**config.mk**
```make
export PLATFORM = sky130hd
export DESIGN_NAME = multicycle_ctrl_fsm
export DESIGN_NICKNAME = d
export VERILOG_FILES = /design/src/rtl/ctrl_pkg.sv /design/src/rtl/alu_decoder.sv /design/src/rtl/multicycle_ctrl_fsm.sv
export SDC_FILE = /design/constraint.sdc
export NUM_CORES = 1
export LEC_CHECK = 0
export ABC_AREA = 1
export ABC_CLOCK_PERIOD_IN_PS = 3800
export BUFFER_PORTS_ARGS = -buffer_cell sky130_fd_sc_hd__buf_4
export CAP_MARGIN = 20
export CORE_AREA = 2 2 39 41
export CTS_CLUSTER_DIAMETER = 100
export CTS_CLUSTER_SIZE = 24
export DETAILED_ROUTE_END_ITERATION = 8
export DIE_AREA = 0 0 41 43
export GPL_TIMING_DRIVEN = 1
export PLACE_DENSITY = 0.78
export SETUP_SLACK_MARGIN = 0.4
export SLEW_MARGIN = 20
export SYNTH_ARGS = -nofsm -noshare
export SYNTH_HDL_FRONTEND = slang
export SYNTH_SLANG_ARGS = --single-unit
```
**constraint.sdc**
```tcl
create_clock -name clk -period 3.8 [get_ports clk]
set_clock_uncertainty 0.15 [all_clocks]
set_input_delay 0.95 -clock clk [delete_from_list [all_inputs] [get_ports clk]]
set_output_delay 0.95 -clock clk [all_outputs]
set_load 0.005 [all_outputs]
```
**src/rtl/ctrl_pkg.sv**
```systemverilog
// Shared types and encodings for the multicycle ARMv4 main control sequencer.
package ctrl_pkg;

   typedef enum logic [3:0] {
      FETCH    = 4'd0,
      DECODE   = 4'd1,
      MEMADR   = 4'd2,
      MEMREAD  = 4'd3,
      MEMWB    = 4'd4,
      MEMWRITE = 4'd5,
      EXECR    = 4'd6,
      EXECI    = 4'd7,
      ALUWB    = 4'd8,
      BRANCH   = 4'd9,
      UNKNOWN  = 4'd10
   } state_e;

   localparam int unsigned ALU_ENC_W = 2;
   localparam logic [ALU_ENC_W-1:0] ALU_ADD = 2'b00;
   localparam logic [ALU_ENC_W-1:0] ALU_SUB = 2'b01;
   localparam logic [ALU_ENC_W-1:0] ALU_AND = 2'b10;
   localparam logic [ALU_ENC_W-1:0] ALU_ORR = 2'b11;

   localparam logic [3:0] CMD_ADD = 4'b0100;
   localparam logic [3:0] CMD_SUB = 4'b0010;
   localparam logic [3:0] CMD_AND = 4'b0000;
   localparam logic [3:0] CMD_ORR = 4'b1100;
   localparam logic [3:0] CMD_CMP = 4'b1010;

   localparam logic [1:0] SRCB_REG  = 2'b00;
   localparam logic [1:0] SRCB_IMM  = 2'b01;
   localparam logic [1:0] SRCB_FOUR = 2'b10;

   localparam logic [1:0] RES_ALUOUT = 2'b00;
   localparam logic [1:0] RES_DATA   = 2'b01;
   localparam logic [1:0] RES_ALU    = 2'b10;

   localparam logic [1:0] OP_DP  = 2'b00;
   localparam logic [1:0] OP_MEM = 2'b01;
   localparam logic [1:0] OP_BR  = 2'b10;

endpackage

```
**src/rtl/alu_decoder.sv**
```systemverilog
// Combinational ALU-control and flag-write decode for data-processing instructions.
module alu_decoder
   import ctrl_pkg::*;
#(
   parameter int unsigned ALUCTL_W = 2
) (
   input  logic                en,
   input  logic [5:0]          funct,
   input  logic [1:0]          op,
   output logic [ALUCTL_W-1:0] alu_ctrl,
   output logic [1:0]          flag_w,
   output logic                no_write
);

   logic [3:0] cmd;
   logic       s_bit;
   logic       unused_imm;

   assign cmd        = funct[4:1];
   assign s_bit      = funct[0];
   assign unused_imm = funct[5];

   // Unrecognised commands fall back to ADD without touching the flags.
   always_comb begin
      alu_ctrl = ALUCTL_W'(ALU_ADD);
      flag_w   = 2'b00;
      if (en) begin
         case (cmd)
            CMD_ADD: begin
               alu_ctrl = ALUCTL_W'(ALU_ADD);
               flag_w   = {s_bit, s_bit};
            end
            CMD_SUB: begin
               alu_ctrl = ALUCTL_W'(ALU_SUB);
               flag_w   = {s_bit, s_bit};
            end
            CMD_AND: begin
               alu_ctrl = ALUCTL_W'(ALU_AND);
               flag_w   = {s_bit, 1'b0};
            end
            CMD_ORR: begin
               alu_ctrl = ALUCTL_W'(ALU_ORR);
               flag_w   = {s_bit, 1'b0};
            end
            CMD_CMP: begin
               alu_ctrl = ALUCTL_W'(ALU_SUB);
               flag_w   = 2'b11;
            end
            default: begin
               alu_ctrl = ALUCTL_W'(ALU_ADD);
               flag_w   = 2'b00;
            end
         endcase
      end
   end

   // Held regardless of state so the writeback cycle sees it.
   assign no_write = (op == OP_DP) && (cmd == CMD_CMP);

endmodule

```
**src/rtl/multicycle_ctrl_fsm.sv**
```systemverilog
// Main control sequencer for the multicycle ARMv4 datapath; outputs decode
// combinationally from the state register and the instruction fields.
module multicycle_ctrl_fsm
   import ctrl_pkg::*;
#(
   parameter int unsigned ALUCTL_W = 2
) (
   input  logic                clk,
   input  logic                reset,
   input  logic [1:0]          Op,
   input  logic [5:0]          Funct,
   input  logic [3:0]          Rd,
   input  logic                MemReady,
   output logic                IRWrite,
   output logic                AdrSrc,
   output logic                ALUSrcA,
   output logic [1:0]          ALUSrcB,
   output logic [1:0]          ResultSrc,
   output logic [ALUCTL_W-1:0] ALUControl,
   output logic                NextPC,
   output logic                PCS,
   output logic                RegW,
   output logic                NoWrite,
   output logic                MemW,
   output logic [1:0]          FlagW,
   output logic                InstrDone,
   output logic                Illegal
);

   state_e     state_q, state_d;
   logic       irw_c, npc_c, regw_c, memw_c, branch_c, done_c, illegal_c, alu_en_c;
   logic [1:0] flag_w_c;

   always_ff @(posedge clk or negedge reset) begin
      if (!reset) state_q <= FETCH;
      else        state_q <= state_d;
   end

   // Next-state and per-state control decode.
   always_comb begin
      state_d   = state_q;
      irw_c     = 1'b0;
      npc_c     = 1'b0;
      regw_c    = 1'b0;
      memw_c    = 1'b0;
      branch_c  = 1'b0;
      done_c    = 1'b0;
      illegal_c = 1'b0;
      alu_en_c  = 1'b0;
      AdrSrc    = 1'b0;
      ALUSrcA   = 1'b0;
      ALUSrcB   = SRCB_REG;
      ResultSrc = RES_ALUOUT;
      case (state_q)
         FETCH: begin
            ALUSrcA   = 1'b1;
            ALUSrcB   = SRCB_FOUR;
            ResultSrc = RES_ALU;
            irw_c     = MemReady;
            npc_c     = MemReady;
            if (MemReady) state_d = DECODE;
         end
         DECODE: begin
            ALUSrcA   = 1'b1;
            ALUSrcB   = SRCB_FOUR;
            ResultSrc = RES_ALU;
            case (Op)
               OP_MEM:  state_d = MEMADR;
               OP_DP:   state_d = Funct[5] ? EXECI : EXECR;
               OP_BR:   state_d = BRANCH;
               default: state_d = UNKNOWN;
            endcase
         end
         MEMADR: begin
            ALUSrcB = SRCB_IMM;
            state_d = Funct[0] ? MEMREAD : MEMWRITE;
         end
         MEMREAD: begin
            AdrSrc = 1'b1;
            if (MemReady) state_d = MEMWB;
         end
         MEMWB: begin
            ResultSrc = RES_DATA;
            regw_c    = 1'b1;
            done_c    = 1'b1;
            state_d   = FETCH;
         end
         MEMWRITE: begin
            AdrSrc  = 1'b1;
            memw_c  = 1'b1;
            done_c  = 1'b1;
            state_d = FETCH;
         end
         EXECR: begin
            alu_en_c = 1'b1;
            state_d  = ALUWB;
         end
         EXECI: begin
            ALUSrcB  = SRCB_IMM;
            alu_en_c = 1'b1;
            state_d  = ALUWB;
         end
         ALUWB: begin
            regw_c  = 1'b1;
            done_c  = 1'b1;
            state_d = FETCH;
         end
         BRANCH: begin
            ALUSrcB   = SRCB_IMM;
            ResultSrc = RES_ALU;
            branch_c  = 1'b1;
            done_c    = 1'b1;
            state_d   = FETCH;
         end
         UNKNOWN: begin
            illegal_c = 1'b1;
            state_d   = UNKNOWN;
         end
         default: state_d = UNKNOWN;
      endcase
   end

   alu_decoder #(.ALUCTL_W(ALUCTL_W)) u_alu_decoder (
      .en       (alu_en_c),
      .funct    (Funct),
      .op       (Op),
      .alu_ctrl (ALUControl),
      .flag_w   (flag_w_c),
      .no_write (NoWrite)
   );

   // Strobes are held low for the whole time reset is asserted.
   assign IRWrite   = reset & irw_c;
   assign NextPC    = reset & npc_c;
   assign RegW      = reset & regw_c;
   assign MemW      = reset & memw_c;
   assign InstrDone = reset & done_c;
   assign Illegal   = reset & illegal_c;
   assign FlagW     = reset ? flag_w_c : 2'b00;
   assign PCS       = reset & (branch_c | (regw_c & (Rd == 4'hF)));

endmodule
```
== After elaboration in Yosys (flattened, before gate mapping) ==
Cells that the tools add are included.

* Equal/unequal tests: 19
* Muxes and demuxes: 22
* Bitwise logic cells: 8
* Reductions and logical operators: 15

{| class="wikitable"
|+ Operator list
! kind !! number
|-
| 4-bit equality test (second input constant) || 6
|-
| 4-bit one-hot mux with 6 select lines || 1
|-
| 4-bit by 3-bit equality test with 1-bit output (second input constant) || 5
|-
| 2-bit OR reduction || 7
|-
| 4-bit by 2-bit equality test with 1-bit output (second input constant) || 3
|-
| 2-bit one-hot mux with 3 select lines || 2
|-
| 4-bit one-hot mux with 3 select lines || 1
|-
| 1-bit two-way mux || 10
|-
| 4-bit logical NOT || 2
|-
| 4-bit two-way mux || 2
|-
| 2-bit one-hot mux with 2 select lines || 2
|-
| 1-bit bitwise AND || 7
|-
| 2-bit two-way mux || 3
|-
| 3-bit OR reduction || 2
|-
| 4-bit by 1-bit equality test with 1-bit output (second input constant) || 1
|-
| 2-bit != test (second input constant) || 2
|-
| 4-bit OR reduction || 1
|-
| 3-bit two-way mux || 1
|-
| 2-bit by 1-bit equality test with 1-bit output (second input constant) || 1
|-
| 2-bit equality test (second input constant) || 1
|-
| 2-bit logical NOT || 1
|-
| 2-bit AND reduction || 1
|-
| 1-bit logical AND || 1
|-
| 1-bit OR || 1
|}

* Register bits after elaboration: 4
* Bits of input ports: 15
* Output and inout port bits: 18
* Word-level logic and storage cells: 65

== Depth between registers and ports, before layout ==
Gate-level depths: netlist (run 1).

* Depth after elaboration: 6
* Depth in mapped cells: 6
* Mapped depth without buffers: 6

== Hierarchy ==
A second synthesis (run 1) with hierarchy kept.

* Cell total of the unflattened synthesis: 102
* Area, all modules: 571.8 um2

{| class="wikitable"
|+ By module, submodules not included
! module !! times used !! cells an instance !! area an instance (um2) !! seq. area each (um2)
|-
| multicycle_ctrl_fsm || 1 || 80 || 470.5 || 100.1
|-
| alu_decoder || 1 || 22 || 101.3 || 0.0
|}

== Least setup slack after synthesis (run 1) ==
Ideal clock, no wire load.

* Kind: input to output
* Start point: input reset
* End point: output NextPC
* Arrival: 1.427 ns
* Data required time: 2.700 ns
* Setup slack: 1.273 ns
* Stages: 3
* Path buffers: 1
* Cell sequence: inv_1 > nor3_1 > buf_4

* Word-level cells in the longest chain between the ends: 1

{| class="wikitable"
|+ Ends and longest elaborated chain
! what !! line !! text
|-
| from (decl) || multicycle_ctrl_fsm.sv:9 || <nowiki>input logic reset,</nowiki>
|-
| 1-bit bitwise AND || - ||
|-
| to (decl) || multicycle_ctrl_fsm.sv:20 || <nowiki>output logic NextPC,</nowiki>
|}

Every way passes these cells.

== Worst setup path after layout (run 1) ==
* Start point: input Funct[1]
* End point: output ALUControl[0]

* Word-level cells in the longest chain between the ends: 4
* Elaborated cells between the ends (all ways): 7
* Those cells by class: 3 x eq/ne; 2 x mux; 2 x reduce/logical

{| class="wikitable"
|+ Ends and longest elaborated chain
! what !! line !! text
|-
| from (decl) || multicycle_ctrl_fsm.sv:11 || <nowiki>input logic [5:0] Funct,</nowiki>
|-
| 4-bit by 2-bit equality test with 1-bit output or 4-bit equality test (tied branches) || alu_decoder.sv:28 || <nowiki>case (cmd)</nowiki>
|-
| 2-bit OR reduction (no line) || - ||
|-
| 2-bit one-hot mux with 3 select lines * || alu_decoder.sv:28 ||
|-
| 2-bit two-way mux * || alu_decoder.sv:27 || <nowiki>if (en) begin</nowiki>
|-
| to (decl) || multicycle_ctrl_fsm.sv:19 || <nowiki>output logic [ALUCTL_W-1:0] ALUControl,</nowiki>
|}

Mark *: on every way between the ends. The rest lies on a longest branch, timed or not.

==> results of run 1 <==
==> final timing paths <==
path                       cells past startpoint        from            end  slack, ns
hold reg to reg                                2  state_q[3]     state_q[3]       0.54
setup / recovery                               5    Funct[1]  ALUControl[0]       1.03
max in group asynchronous                      1       reset     state_q[0]       3.01
setup reg to reg                               5  state_q[2]     state_q[2]       2.45
min in group clk                               2  state_q[3]     state_q[3]       0.54
hold / removal                                 1       reset     state_q[3]       0.37
==> power groups by stage <==
stage          sequential (mW)  combinational (mW)  clock [mW]
2_1_floorplan           0.0434             0.00663           0
3_3_place_gp            0.0434              0.0220           0
3_5_place_dp            0.0434              0.0226           0
4_1_cts                 0.0428              0.0227      0.0520
5_1_grt                 0.0428              0.0254      0.0534
6_report                0.0428              0.0224      0.0522
==> metal layers <==
| layer | wire, um | up-vias |
|---|---|---|
| met5 | 0 | - |
| met4 | 0 | 0 |
| met3 | 137 | 0 |
| met2 | 647 | 31 |
| met1 | 559 | 292 |
| li1 | - | 368 |
==> synth_stat cells (all sizes together) <==
cell    count  area [sq um]
nand2      30         112.6
inv        17         63.81
nor2       15         66.32
nand3       7         35.03
dfrtp       4         100.1
nand4       4         25.02
o21ai       4         20.01
nor3        3         15.01
a21oi       2         10.01
and2        2         12.51
buf         2         12.51
a211oi      1         7.510
a31oi       1         6.260
nand3b      1         7.510
o211ai      1         7.510
o31ai       1         7.510
==> cell type report <==
type	count	area, sq um
Clock buffer	3	22.52
Fill cell	155	604.3
Inverter	17	63.81
Multi-Input combinational cell	72	332.8
Sequential cell	4	100.1
Tap cell	16	20.02
Timing Repair Buffer	32	240.2
==> cells by family (layout without fill, tap and decap cells) <==
group                  count (synthesis)  after routing  share of synthesized area
buffers and inverters                 19             52                     0.1499
AOI/OAI and AO/OA                     10             10                     0.1155
and+or+nand+nor                       62             62                     0.5381
DFF                                    4              4                     0.1966
==> metrics by stage <==
stage / cell area, sq um / worst slack (ns)
global placement: 757.0 / 1.070
floorplan: 509.2 / 1.273
CTS: 779.5 / 1.017
global route: 779.5 / 0.8940
detailed placement: 757.0 / 1.027
finish: 779.5 / 1.025
==> critical path, stage by stage <==
cell and delay (ns):
buf_4 0.11, nor2_1 0.17, nand2_1 0.12, a31oi_1 0.19
buf_4 0.14
==> results.tsv, run 1 <==
stage	metric	value	unit
floorplanning	fp.coreArea	1384	sq um
placed_design	place_inst	141	
run_status	outcome	complete, no violations	
route	viasPerCell	4.799	
power	switchingPower	0.02695	mW
power	power_frac_comb	0.191	
floorplanning	num_io_pins	33	
finish	final_util	0.5633	
placed_design	gp_congestion	0.8070	
grt	grt_overflow	0	
grt	grt_use_total	0.1613	
timing	period_share	0.7303	
finish	fin_nets	145	
worst_setup_path	worstSetupPathType	input pin to output port	
timing	period_minus_slack	2.775	ns
route	via_count	691	
finish	largest_register	state_q	
timing	setup_viol	0	
power	p_per_area	150.7	nW/um^2
timing	slew_violations	0	
flow_run	maxCapViolations	0	
cts	cts-root-buf	clkbuf_4	
logic_synthesis	ys_ff_latch	4	
timing	rsz0062_at_grt	false	
timing	relSlewSlack	0.7740	
grt	grt_pass1_vias	549	
power	switching_share	0.2294	
power	p_leak	0.4776	nW
logic_synthesis	syn_inst	95	
route	drt_iter0_drc	16	
power	total_power	0.1175	mW
route	wirelength	1345	um
cts	cts_setup_buffers	0	
grt	grt_use_met2	0.3031	
floorplanning	die_area	1763	sq um
grt	antenna_found_initial	0	
worst_setup_path	cp-end-kind	output port	
grt	met1_usage	0.1857	
grt	grt_util_met3	0	
floorplanning	num_rows	14	
cts	holdBufCountCts	0	
cts	cts_tree	built	
finish	final_layout_size_suffix_gt1_frac	0.2891	
finish	reg_top3	state_q (4)	
grt	grt_pass1_wl	2042	um
cts	clockBufferDepth	2	
worst_hold_path	min_path_type	input pin to asynchronous set/reset pin	
cts	ctsResizeCount	0	
timing	fin_hold_ws	0.3704	ns
worst_setup_path	arrival	1.67	ns
route	first_pass_iters	4	
route	wl_per_cell	9.340	um
logic_synthesis	yosys_warnings	0	
power	p_seq_frac	0.365	
route	drc	0	
worst_setup_path	critPathMaxFanout	3	
cts	clk_latency	0.23	ns
cts	cts_buffers	3	
timing	max_slew.worst_pin.slew	0.3390	ns
placed_design	post-dp-hpwl	1147	um
power	ir_drop	0.0001166	V
cts	clock-sinks	4	
timing	max_freq	0.3604	GHz
logic_synthesis	syn_area	509.2	sq um
worst_setup_path	cp-start-kind	input pin	
logic_synthesis	syn-num-nets	110	
grt	grt_start_max_net_pins	12	
cts	path_clk_slew	0.04	ns
timing	hold_violations	0	
finish	final_common_cell	buf_4	
placed_design	portBuffers	32	
route	ant_nets	0	
finish	final_cell_count_no_fill	144	
timing	fin_setup_tns	0	ns
floorplanning	initial_core_util	0.3680	
floorplanning	fp.dieH	43	um
finish	diodes	0	
power	power.share.clock	0.445	
finish	mostFrequentLayoutCells	buf_4, nand2_1, inv_1, nor2_1, nand3_1	
logic_synthesis	syn_avg_cell_area	5.360	sq um
grt	busiest_layer	met2	
logic_synthesis	synth.distinct_cells	20	
floorplanning	dieWidth	41	um
logic_synthesis	yosysSeqAreaShare	0.1966	
finish	areaGrowthSynthToFinish	53.07	%
worst_setup_path	cp_data_required_time	2.70	ns
power	p_int	0.09052	mW
cts	h-tree-depth	1	
finish	largest_register_ffs	4	
Power figures use the tool's default switching activity.
==> run 2, diff against run 1 <==
--- a/config.mk
+++ b/config.mk
@@ -6,7 +6,7 @@
 export NUM_CORES = 1
 export LEC_CHECK = 0
 export ABC_AREA = 1
-export ABC_CLOCK_PERIOD_IN_PS = 3800
+export ABC_CLOCK_PERIOD_IN_PS = 2900
 export BUFFER_PORTS_ARGS = -buffer_cell sky130_fd_sc_hd__buf_4
 export CAP_MARGIN = 20
 export CORE_AREA = 2 2 39 41
==> constraint.sdc (replaced) <==
create_clock -name clk -period 2.9 [get_ports clk]
set_clock_uncertainty 0.15 [all_clocks]
set_input_delay 0.725 -clock clk [delete_from_list [all_inputs] [get_ports clk]]
set_output_delay 0.725 -clock clk [all_outputs]
set_load 0.005 [all_outputs]
==> run 2 against run 1 <==
Global-route usage increased by 1.1 points. Critical path type unchanged. Register-to-register slack got worse by 0.91 ns. Clock-buffer cell count unchanged. Via count increased by 1.6%. Largest cell class unchanged. Critical endpoint unchanged. Sequential share of layout area unchanged. Setup slack got worse by 0.45 ns. Largest power group unchanged. Routed wire length increased by 5.1%. Die area unchanged.
==> results.tsv, run 2 (same netlist as run 1, synthesis figures left out) <==
stage	metric	value	unit
worst_setup_path	critical-path-max-stage-delay	0.20	ns
timing	setup_slack	0.5715	ns
cts	path_clk_slew	0.04	ns
finish	areaGrowthSynthToFinish	53.07	%
placed_design	placed_cell_area	757.0	sq um
power	ir_drop	0.0002209	V
worst_setup_path	critPathMaxFanout	3	
route	ant_nets	0	
timing	relSlewSlack	0.7764	
cts	clockBufferDepth	2	
route	wl_per_cell	9.813	um
power	p_leak	0.4776	nW
finish	largest_register	state_q	
timing	period_share	0.8029	
worst_hold_path	min_path_type	input pin to asynchronous set/reset pin	
grt	met1_usage	0.1922	
route	drc	0	
finish	largest_register_ffs	4	
grt	busiest_layer	met2	
grt	grt_use_met2	0.3094	
timing	hold_violations	0	
power	p_per_area	201.8	nW/um^2
floorplanning	fp.coreArea	1384	sq um
cts	cts_tree	built	
timing	period_minus_slack	2.328	ns
worst_setup_path	path_delay_family	simple AND/OR/NAND/NOR gates	
route	drt_iter0_drc	19	
route	viasPerCell	4.875	
worst_setup_path	cp-end-kind	output port	
finish	final_layout_size_suffix_gt1_frac	0.2891	
placed_design	gp_congestion	0.8070	
cts	holdBufCountCts	0	
route	wirelength	1413	um
floorplanning	num_io_pins	33	
cts	h-tree-depth	1	
run_status	outcome	complete, no violations	
worst_setup_path	worstSetupPathType	input pin to output port	
worst_setup_path	cp_data_required_time	2.03	ns
finish	regArea	100.1	sq um
floorplanning	fp.dieH	43	um
grt	grt_use_total	0.1724	
route	via_count	702	
worst_setup_path	arrival	1.45	ns
route	first_pass_iters	3	
finish	fin_nets	145	
finish	mostFrequentLayoutCells	buf_4, nand2_1, inv_1, nor2_1, nand3_1	
finish	diodes	0	
finish	final_cell_count_no_fill	144	
finish	final_common_cell	buf_4	
floorplanning	die_area	1763	sq um
floorplanning	dieWidth	41	um
timing	rsz0062_at_grt	false	
timing	fin_setup_tns	0	ns
grt	grt_start_max_net_pins	12	
cts	cts_buffers	3	
timing	setup_viol	0	
worst_setup_path	cp-start-kind	input pin	
worst_setup_path	slowest_stage	a31oi_1	
grt	grt_overflow	0	
cts	ctsResizeCount	0	
worst_setup_path	crit_top_cell	buf_4	
grt	grt_pass1_wl	2125	um
finish	fill_cells	158	
worst_setup_path	r2r_slack	1.54	ns
floorplanning	num_rows	14	
placed_design	place_inst	141	
timing	max_slew.worst_pin.slew	0.3355	ns
timing	slew_violations	0	
cts	cts_setup_buffers	0	
finish	reg_top3	state_q (4)	
worst_setup_path	crit_path_cell_trace	buf_4 > nor2_1 > nand2_1 > a31oi_1 > buf_4	
floorplanning	initial_core_util	0.3680	
cts	clk_latency	0.24	ns
worst_setup_path	path_buf_inv	2	
grt	antenna_found_initial	0	
timing	max_freq	0.4295	GHz
placed_design	portBuffers	32	
grt	grt_pass1_vias	572	
finish	final_util	0.5633	
grt	grt_util_met3	0.02094	
flow_run	maxCapViolations	0	
finish	final_cell_area	779.5	sq um
cts	clock-sinks	4	
placed_design	post-dp-hpwl	1190	um
cts	cts-root-buf	clkbuf_4	
placed_design	place_ws	0.5823	ns
finish	multi_input_area	332.8	sq um
[run 2: cell counts in the layout (fill, tap and decap cells not counted)]
Identical to the previous run, type by type.
[run 2: stage by stage]
| step | power [mW] | hold WS [ns] |
|---|---|---|
| CTS | 0.1585 | 0.1378 |
| global route | 0.1645 | 0.1413 |
| detailed placement | 0.08656 | 0.3897 |
| global placement | 0.08568 | 0.3878 |
| finish | 0.1573 | 0.1360 |
| floorplan | 0.06553 | 0.2794 |
[run 2: area by class of cell]
cell class / count / area share
multi-input combinational: 72 / 0.4270
tap: 16 / 0.02568
inverter: 17 / 0.08186
sequential: 4 / 0.1284
clock buffer: 3 / 0.02889
timing repair buffer: 32 / 0.3082
[run 2: worst paths after layout]
kind | start | to | depth (start not counted)
worst max-delay path | Funct[1] | ALUControl[0] | 5
worst min-delay path | reset | state_q[1] | 1
worst max register to register | state_q[2] | state_q[2] | 5
worst min register to register | state_q[3] | state_q[3] | 2
max in group asynchronous | reset | state_q[0] | 1
min in group clk | state_q[3] | state_q[3] | 2
[run 2: layer usage]
metal | vias up | wire length (um)
met2 | 32 | 692
met4 | 0 | 17
met3 | 2 | 164
li1 | 370 | -
met1 | 298 | 540
met5 | - | 0
[run 2: power by group]
part / switching [mW] / leakage (nW) / internal [mW]
clock network: 0.0252 / 0.0138 / 0.0464
registers: 0 / 0.0455 / 0.0561
logic: 0.0132 / 0.418 / 0.0162
==> run 3, diff against run 2 <==
--- a/config.mk
+++ b/config.mk
@@ -6,16 +6,16 @@
 export NUM_CORES = 1
 export LEC_CHECK = 0
 export ABC_AREA = 1
-export ABC_CLOCK_PERIOD_IN_PS = 2900
+export ABC_CLOCK_PERIOD_IN_PS = 2100
 export BUFFER_PORTS_ARGS = -buffer_cell sky130_fd_sc_hd__buf_4
 export CAP_MARGIN = 20
-export CORE_AREA = 2 2 39 41
+export CORE_MARGIN = 2
+export CORE_UTILIZATION = 36
 export CTS_CLUSTER_DIAMETER = 100
 export CTS_CLUSTER_SIZE = 24
 export DETAILED_ROUTE_END_ITERATION = 8
-export DIE_AREA = 0 0 41 43
 export GPL_TIMING_DRIVEN = 1
-export PLACE_DENSITY = 0.78
+export PLACE_DENSITY = 0.77
 export SETUP_SLACK_MARGIN = 0.4
 export SLEW_MARGIN = 20
 export SYNTH_ARGS = -nofsm -noshare
==> constraint.sdc (replaced) <==
create_clock -name clk -period 2.1 [get_ports clk]
set_clock_uncertainty 0.15 [all_clocks]
set_input_delay 0.525 -clock clk [delete_from_list [all_inputs] [get_ports clk]]
set_output_delay 0.525 -clock clk [all_outputs]
set_load 0.005 [all_outputs]
==> run 3 against run 2 <==
Cell count up 7.6%. Highest routed layer unchanged. Flip-flop and latch count unchanged. Global-route usage up 5.6 points.
==> results.tsv, run 3 (same netlist as run 1, synthesis figures left out) <==
stage	metric	value	unit
finish	diodes	0	
timing	setup_slack	0.04059	ns
cts	clock-sinks	4	
power	p_leak	0.5672	nW
finish	final_cell_count_no_fill	155	
timing	setup_viol	0	
timing	period_share	0.9807	
worst_hold_path	hp-start	Funct[0]	
worst_setup_path	critical-path-max-stage-delay	0.46	ns
worst_setup_path	slowest_stage	dfrtp_2	
cts	clk_latency	0.25	ns
grt	met1_usage	0.2074	
power	total_power	0.2375	mW
worst_setup_path	arrival	1.38	ns
worst_hold_path	hold_end	state_q[1]	
route	first_pass_iters	4	
finish	final_common_cell	buf_4	
route	ant_nets	0	
finish	largest_register_ffs	4	
floorplanning	num_io_pins	33	
finish	mostFrequentLayoutCells	buf_4, nand2_1, inv_1, nand3_1, nor2_4	
timing	max_freq	0.4856	GHz
cts	clockBufferDepth	2	
worst_setup_path	critPathMaxFanout	8	
worst_setup_path	cp-end-kind	output port	
worst_setup_path	r2r_slack	0.55	ns
floorplanning	num_rows	13	
worst_setup_path	worstSetupPathType	flip-flop to output port	
power	p_per_area	229.8	nW/um^2
floorplanning	dieWidth	41.61	um
floorplanning	die_area	1731	sq um
finish	areaGrowthSynthToFinish	102.9	%
timing	period_minus_slack	2.059	ns
cts	cts_tree	built	
floorplanning	fp.coreArea	1318	sq um
power	ir_drop	0.0003339	V
timing	relSlewSlack	0.8247	
grt	grt_use_total	0.2286	
grt	grt_overflow	0	
worst_setup_path	rr_startpoint	state_q[3]	
placed_design	place_ws	0.1598	ns
grt	grt_pass1_wl	3118	um
route	via_count	820	
route	drt_iter0_drc	18	
grt	grt_use_met2	0.4500	
route	viasPerCell	5.290	
floorplanning	initial_core_util	0.3865	
grt	grt_pass1_vias	803	
placed_design	post-dp-hpwl	1203	um
route	drc	0	
worst_setup_path	rr_endpoint	state_q[2]	
timing	slew_violations	0	
run_status	outcome	complete, no violations	
worst_setup_path	cp_data_required_time	1.42	ns
finish	fin_nets	157	
timing	hold_violations	0	
grt	antenna_found_initial	0	
finish	final_layout_size_suffix_gt1_frac	0.5786	
cts	cts-root-buf	clkbuf_4	
flow_run	maxCapViolations	0	
route	wirelength	2159	um
finish	reg_top3	state_q (4)	
worst_hold_path	min_path_type	input pin to flip-flop	
route	wl_per_cell	13.93	um
placed_design	place_inst	140	
timing	max_slew.worst_pin.slew	0.2602	ns
floorplanning	fp.dieH	41.61	um
grt	busiest_layer	met2	
finish	fill_cells	95	
worst_setup_path	path_buf_inv	2	
timing	fin_hold_ws	0.3529	ns
worst_setup_path	rr_worst_depth	8	
cts	cts_buffers	3	
finish	largest_register	state_q	
cts	path_clk_slew	0.05	ns
worst_hold_path	min_delay_path_depth	3	
placed_design	gp_congestion	0.8151	
grt	grt_util_met3	0.04783	
worst_setup_path	crit_path_cell_trace	inv_2 > nand2_2 > nor2_4 > nor2_1 > o31ai_2 > buf_4	
worst_setup_path	path_delay_family	flip-flops	
worst_setup_path	cp-start-kind	flip-flop	
placed_design	portBuffers	32	
cts	h-tree-depth	1	
grt	grt_start_max_net_pins	9	
timing	rsz0062_at_grt	true	
==> run 3: changes by cell type in the layout (fill, tap and decap cells not counted), moves of 5 or more <==
cell	before	now
inv_1	17	9
nor2_1	13	5
nand2_1	30	24
buf_6	0	5
inv_2	0	5
nand2_2	0	5
nor2_4	1	6
==> run 3: layout make-up <==
type                            count  area [sq um]  area share
Sequential cell                     4         105.1      0.1017
Tap cell                           15         18.77     0.01816
Multi-Input combinational cell     72         429.2      0.4153
Clock buffer                        3         22.52     0.02179
Timing Repair Buffer               44         386.6      0.3741
Inverter                           17         71.32     0.06901
==> run 3: through the flow <==
| stage | util | setup TNS (ns) | cell area [sq um] |
|---|---|---|---|
| final | 0.7844 | 0 | 1033 |
| after CTS | 0.7047 | 0 | 928.4 |
| after global placement | 0.5774 | 0 | 760.7 |
| after detailed placement | 0.5774 | 0 | 760.7 |
| after floorplan | - | 0 | 514.2 |
| after global routing | 0.7844 | -0.04535 | 1033 |
==> run 3: per-layer routing <==
layer	part of all wire	routed length [um]
met1	0.37	792
met3	0.066	143
met5	0	0
met4	0.049	105
met2	0.52	1117
==> run 3: where the power goes <==
part / internal, mW / switching [mW]
sequential: 0.0774 / 0
clock: 0.0645 / 0.0402
combinational: 0.0311 / 0.0243
==> run 3: worst max path at each step <==
stage / startpoint / to / slack, ns / cells after the start
final: state_q[1] / ALUSrcB[0] / 0.04 / 6
after CTS: state_q[3] / FlagW[1] / 0.13 / 6
after global placement: Funct[1] / ALUControl[0] / 0.22 / 5
after floorplan: state_q[2] / NextPC / 0.43 / 4
after detailed placement: Funct[1] / ALUControl[0] / 0.16 / 5
after global routing: state_q[0] / PCS / -0.03 / 6
==> run 3: repair_timing <==
item | 4_1_cts | 5_1_grt
setup buffers | 7 | 4
endpoints found under the setup margin | 18 | 18
resized for setup | 32 | 21
endpoints found under the hold margin | 4 | 0
pin swaps | 8 | 8
hold buffers | 1 | 0
==> run 3: worst register-to-register path, stage by stage (launching register included) <==
cell and delay, ns:
dfrtp_2 0.45, nor2_4 0.07, buf_6 0.12, buf_6 0.11, buf_4 0.12, buf_4 0.14
o211ai_1 0.07, nand2_1 0.06, and2_1 0.15
